## src/rtl/programmable_clock_divider.sv

```systemverilog
// -----------------------------------------------------------------------------
// programmable_clock_divider
//
// Purpose:
//   Generates CHANNELS independent divided waveforms from clock_in. Each
//   channel has its own divisor and high-time. New settings arrive through a
//   valid/ready write port. They are held pending and applied only at the
//   channel's next period boundary, or at once while the channel is disabled,
//   so a running period is never truncated.
//
// Optional feature (macro CLKDIV_SYNC_EN):
//   Adds a sync input. A sync cycle forces every enabled channel to wrap,
//   which phase-aligns all channels and applies any pending updates.
//
// Ports:
//   clock_in     in   1          single clock for all logic
//   reset        in   1          asynchronous active-high reset
//   enable       in   CHANNELS   per-channel run enable
//   wr_valid     in   1          write request
//   wr_ready     out  1          write can be accepted (combinational on wr_chan)
//   wr_chan      in   CH_W       target channel
//   wr_div       in   CNT_W      new divisor
//   wr_high      in   CNT_W      new high-time in clock_in cycles
//   clock_out    out  CHANNELS   registered divided waveforms
//   period_start out  CHANNELS   one-cycle pulse per channel wrap
//   sync         in   1          phase-align strobe (CLKDIV_SYNC_EN only)
// -----------------------------------------------------------------------------
module programmable_clock_divider #(
    parameter int CHANNELS    = 4,
    parameter int CNT_W       = 28,
    parameter int DEFAULT_DIV = 8,
    parameter int CH_W        = $clog2(CHANNELS)
) (
    input  logic                clock_in,
    input  logic                reset,
    input  logic [CHANNELS-1:0] enable,
    input  logic                wr_valid,
    output logic                wr_ready,
    input  logic [CH_W-1:0]     wr_chan,
    input  logic [CNT_W-1:0]    wr_div,
    input  logic [CNT_W-1:0]    wr_high,
    output logic [CHANNELS-1:0] clock_out,
    output logic [CHANNELS-1:0] period_start
`ifdef CLKDIV_SYNC_EN
    ,
    input  logic                sync
`endif
);

    localparam logic [CNT_W-1:0] ONE     = CNT_W'(1);
    localparam logic [CNT_W-1:0] ZERO    = CNT_W'(0);
    localparam logic [CNT_W-1:0] RST_DIV = CNT_W'(DEFAULT_DIV);
    localparam logic [CNT_W-1:0] RST_HI  = CNT_W'(DEFAULT_DIV / 2);

    // Active settings, counters and pending updates per channel
    logic [CNT_W-1:0]    r_cnt      [CHANNELS];
    logic [CNT_W-1:0]    r_div      [CHANNELS];
    logic [CNT_W-1:0]    r_hi       [CHANNELS];
    logic [CNT_W-1:0]    r_pend_div [CHANNELS];
    logic [CNT_W-1:0]    r_pend_hi  [CHANNELS];
    logic [CHANNELS-1:0] r_pend_v;
    logic [CHANNELS-1:0] r_clock_out;
    logic [CHANNELS-1:0] r_period_start;

    logic [CHANNELS-1:0] w_wrap;
    logic [CHANNELS-1:0] w_accept;
    logic                w_wr_ready;
    logic                w_sync;

`ifdef CLKDIV_SYNC_EN
    assign w_sync = sync;
`else
    assign w_sync = 1'b0;
`endif

    assign wr_ready     = w_wr_ready;
    assign clock_out    = r_clock_out;
    assign period_start = r_period_start;

    // Wrap detection per channel and write-port decode
    always_comb begin
        w_wrap     = '0;
        w_accept   = '0;
        w_wr_ready = 1'b1;
        for (int i = 0; i < CHANNELS; i++) begin
            // Divisors 0 and 1 wrap every cycle; the explicit test also keeps
            // div-1 from underflowing to all-ones when div is 0.
            w_wrap[i] = enable[i] &&
                        (w_sync || (r_div[i] <= ONE) || (r_cnt[i] >= (r_div[i] - ONE)));
            if (wr_chan == CH_W'(i)) begin
                w_wr_ready  = !r_pend_v[i];
                w_accept[i] = wr_valid && !r_pend_v[i];
            end else begin
                w_accept[i] = 1'b0;
            end
        end
        // A channel index past CHANNELS matches no channel: ready stays high
        // and the write is silently dropped.
    end

    // Channel counters, registered waveforms and pending-update bookkeeping
    always_ff @(posedge clock_in or posedge reset) begin
        if (reset) begin
            for (int i = 0; i < CHANNELS; i++) begin
                r_cnt[i]      <= ZERO;
                r_div[i]      <= RST_DIV;
                r_hi[i]       <= RST_HI;
                r_pend_div[i] <= ZERO;
                r_pend_hi[i]  <= ZERO;
            end
            r_pend_v       <= '0;
            r_clock_out    <= '0;
            r_period_start <= '0;
        end else begin
            for (int i = 0; i < CHANNELS; i++) begin
                if (!enable[i]) begin
                    r_cnt[i]          <= ZERO;
                    r_clock_out[i]    <= 1'b0;
                    r_period_start[i] <= 1'b0;
                end else begin
                    r_cnt[i]          <= w_wrap[i] ? ZERO : (r_cnt[i] + ONE);
                    // Uses the pre-update count and the settings still active
                    // this cycle, so the wrap cycle belongs to the old period.
                    r_clock_out[i]    <= (r_cnt[i] < r_hi[i]);
                    r_period_start[i] <= w_wrap[i];
                end

                // Apply only at a boundary (counter is already restarting).
                // Accept and apply are exclusive on one channel via pend_v.
                if (r_pend_v[i] && (w_wrap[i] || !enable[i])) begin
                    r_div[i]    <= r_pend_div[i];
                    r_hi[i]     <= r_pend_hi[i];
                    r_pend_v[i] <= 1'b0;
                end else if (w_accept[i]) begin
                    r_pend_div[i] <= wr_div;
                    r_pend_hi[i]  <= wr_high;
                    r_pend_v[i]   <= 1'b1;
                end else begin
                    r_pend_v[i] <= r_pend_v[i];
                end
            end
        end
    end

endmodule
```

## config.mk

```make
export PLATFORM = sky130hd
export DESIGN_NAME = programmable_clock_divider
export DESIGN_NICKNAME = d
export VERILOG_FILES = /design/src/rtl/programmable_clock_divider.sv
export SDC_FILE = /design/constraint.sdc
export NUM_CORES = 1
export LEC_CHECK = 0
export BUFFER_PORTS_ARGS = -buffer_cell sky130_fd_sc_hd__buf_2
export CORE_UTILIZATION = 65
export CTS_BUF_LIST = sky130_fd_sc_hd__clkbuf_8
export DETAILED_ROUTE_END_ITERATION = 12
export PLACE_DENSITY = 0.88
export SYNTH_ARGS = -nofsm -noshare
export SYNTH_HDL_FRONTEND = slang
export SYNTH_SLANG_ARGS = --single-unit
```

## constraint.sdc

```tcl
create_clock -name clock_in -period 45.4 [get_ports clock_in]
set_input_delay 2.27 -clock clock_in [delete_from_list [all_inputs] [get_ports clock_in]]
set_output_delay 2.27 -clock clock_in [all_outputs]
set_load 0.02 [all_outputs]
```

==> impl_metrics.yaml <==
critical_path:
  slowest_stage: "nand3_1"
  crit_path_end_kind: "register"
  path_cells: "or4_1, nor3_1, nand4b_1, or2_2, nor4_1, xnor2_1, ha_1, nand4_1, nor3_1, and3_1, a221oi_1, nand3_1, o21bai_1"
  slowest_delay_ps: 1000
  critPathArrivalTime_ps: 6130
  timing.rr.start: "r_div[60]"
  critical_path.most_common_cell: "nor3_1"
  reg2reg_slack_ps: 39830
  cp_top_family: "simple AND/OR/NAND/NOR gates"
  r2r-end: "r_pend_v[1]"
  worst_setup_path_start_kind: "register"
  ff2ff_path_depth: 13
  critPathKind: "reg2reg"
  path_buf_inv: 0
  required_ps: 45960
  path_max_fanout: 29
run:
  drv_cap: 0
global_routing:
  grt_start_max_net_pins: 190
  grtUsageMet1_pct: 42.8
  grtUsageMet2_pct: 52.6
  gr-total-overflow: 0
  met3_usage_pct: 7.16
  gr-max-usage-layer: "met2"
  grt_pass1_wl_um: 119000
  first_global_vias: 21459
  grt_antenna_before_repair: 6
  grtUsageTotal_pct: 33.2
sta:
  setup_viol: 0
  post-route-period-util_pct: 12.3
  setup_tns_ps: 0
  fin_skew_ps: 29.5
  relSlewSlack_pct: 15.4
  tightest_slew_ps: 1260
  rsz0062_at_grt: "no"
  max_freq_mhz: 180
  final_max_slew_viol_count: 0
  finalHoldViolCount: 0
  period_needed_ps: 5570
  setup_ws_ps: 39830
layout:
  drive_gt1_share_pct: 26.3
  final_util_pct: 72.8
  nets: 2890
  final_area_um2: 32300
  area_growth_pct: 10.1
  n_fill_cell: 2818
  finalNonFillerCells: 3264
synth:
  synth_nets: 2776
  avgSynthCellArea_um2: 11.8
  yosys_warnings: 0
  synthArstFlopShare_pct: 100
  synth_seq_cells: 572
  syn_area_um2: 29400
  synth_ff_type: "dfrtp_1"
  synth_cells: 2479
  yosysUniqueCellTypes: 58
  seq_area_frac_synth_pct: 48.8
  synth_edf_count: 0
placed_design:
  placed_cells: 3090
  finalWeightedCongestion: 0.965
  hpwl_um: 50800
  place_area_um2: 30400
  dp_slack_ps: 39970
  port_buffers: 73
route:
  via_per_inst: 6.29
  routed_wirelength_um: 74900
  routedWlPerCell_um: 22.9
  drc_errors: 0
  drt_iter0_markers: 1939
  num_vias: 20527
  firstDrtPassIters: 6
  drt.antenna.violating_nets: 0
pwr:
  power_leakage_nw: 15.2
  switchingPower_mw: 0.573
  clkPwrFrac_pct: 27.1
  pwr_density_cell_nw_per_um2: 53.3
  switching_share_pct: 33.2
  seqPwrFrac_pct: 46.1
  combPwrFrac_pct: 26.7
  vdd_drop_max_uv: 35.3
  intPower_mw: 1.15
clock_network:
  path_clk_slew_ps: 60
  postCtsHoldBufs: 0
  clk_path_buf_depth: 3
  root_buffer: "clkbuf_8"
  cts_made_buffers: 92
  numClockSinks: 572
  cts_tree: "yes"
  clock_latency_ps: 680
  cts_setup_buffers: 0
  cts_max_level: 3
  ctsResizeCount: 0
floorplanning:
  die-area_um2: 46000
  pin_count: 74
  fp.dieH_um: 215
  rows: 77
  initial_core_util_pct: 66.1
  core-area_um2: 44400
  fp.dieW_um: 215
hold_path:
  worst_hold_path_type: "reg2reg"
  min_from: "r_pend_div[55]"
  whs_endpoint: "r_div[55]"
  whs_path_depth: 1
run_status:
  status: "finished clean"
## registers in the layout, summed over array words and instances, names as in the netlist
register	cells
r_hi	112
clock_out	4
r_div	112
r_pend_div	112
r_cnt	112
period_start	4
r_pend_hi	112
r_pend_v	4
## cell usage in the layout, fill, tap and decap left out, types with 18 or more instances in the layout
cell type  netlist  routed
nand2_1        103     103
mux2_2         408     408
inv_1          142     171
nand4_1         51      51
nor4_1          36      36
nand3_1         69      69
nor3_1          53      52
o21ai_0         34      34
dfrtp_1        564     564
buf_2            7      73
clkbuf_8         0     112
and3_1          27      27
nor2_1         199     199
a21o_1          30      30
a21oi_1         65      65
xnor2_1         98      98
xor2_1         108     108
or4_1           18      18
mux2_4          40      40
ha_1           232     232
## power by group through the flow
stage          logic, mW  registers (mW)  clock network, mW
6_report           0.461           0.796              0.468
5_1_grt            0.510           0.811              0.496
4_1_cts            0.458           0.791              0.474
3_5_place_dp       0.447           0.795                  0
3_3_place_gp       0.414           0.781                  0
2_1_floorplan      0.352           0.749                  0
## final cells by class
cell class | count | area, um2 | area share, %
Antenna cell | 2 | 5.00 | 0.0155
Timing Repair Buffer | 86 | 495 | 1.53
Clock buffer | 112 | 1540 | 4.77
Sequential cell | 572 | 14300 | 44.3
Inverter | 142 | 541 | 1.67
Clock inverter | 59 | 417 | 1.29
Multi-Input combinational cell | 1699 | 14300 | 44.1
Tap cell | 592 | 741 | 2.29
## per-stage QoR
stage	power [mW]	hold slack (ps)
after global placement	1.19	479
after CTS	1.72	492
final	1.73	494
after global routing	1.82	504
after detailed placement	1.24	490
after floorplan	1.10	471
## synthesized netlist by cell type (8+ instances only)
library cell	n	area share, %
dfstp_2	8	0.72
or3_1	10	0.21
nand2_1	103	1.3
mux2_2	408	16
xnor2_1	98	2.9
nor4_1	36	0.77
o21ai_0	34	0.58
nor2b_1	8	0.17
a211oi_1	17	0.43
o21a_1	8	0.20
nand3_1	69	1.2
nand4_1	51	1.1
or4_1	18	0.46
nor3_1	53	0.90
clkbuf_1	50	0.64
xor2_1	108	3.2
mux2_4	40	2.0
ha_1	232	9.9
inv_1	142	1.8
nor2_1	199	2.5
dfrtp_1	564	48
a21oi_1	65	1.1
and3_1	27	0.58
and4_1	12	0.36
a21o_1	30	0.77
## worst register-to-register path, cell delays in order (launching register included)
cell	delay, ps
dfrtp_1	420
or4_1	590
nor3_1	450
nand4b_1	410
or2_2	460
nor4_1	310
xnor2_1	170
ha_1	290
nand4_1	110
nor3_1	90
and3_1	160
a221oi_1	500
nand3_1	1000
o21bai_1	480
## layer usage
layer | part of all wire (%) | routed length, um
met1 | 40 | 29800
met2 | 47 | 34900
met3 | 8.1 | 6080
met4 | 5.4 | 4050
met5 | 0.025 | 19
## cells by family (layout without fill, tap and decap cells)
group / count (synthesis) / after routing / synth area share [%]
compound gates: 196 / 196 / 4.29
xor+xnor: 206 / 206 / 6.14
fa+ha+maj: 232 / 232 / 9.88
buf+inv: 208 / 399 / 2.82
flops: 572 / 572 / 48.8
mux: 449 / 449 / 17.8
other cells: 0 / 2 / 0
simple gates: 616 / 616 / 10.3
## how the worst max path moves through the flow
stage          startpoint           end  slack (ps)  cells after the start
6_report        r_div[60]   r_pend_v[1]       39830                     13
2_1_floorplan       reset  clock_out[0]       27140                      1
3_5_place_dp   wr_chan[0]      wr_ready       39970                      4
5_1_grt         r_div[60]   r_pend_v[1]       39440                     13
3_3_place_gp   wr_chan[0]      wr_ready       39960                      4
4_1_cts         r_div[95]      r_hi[94]       39910                     14
No activity file was read; power rests on OpenSTA's default activity.
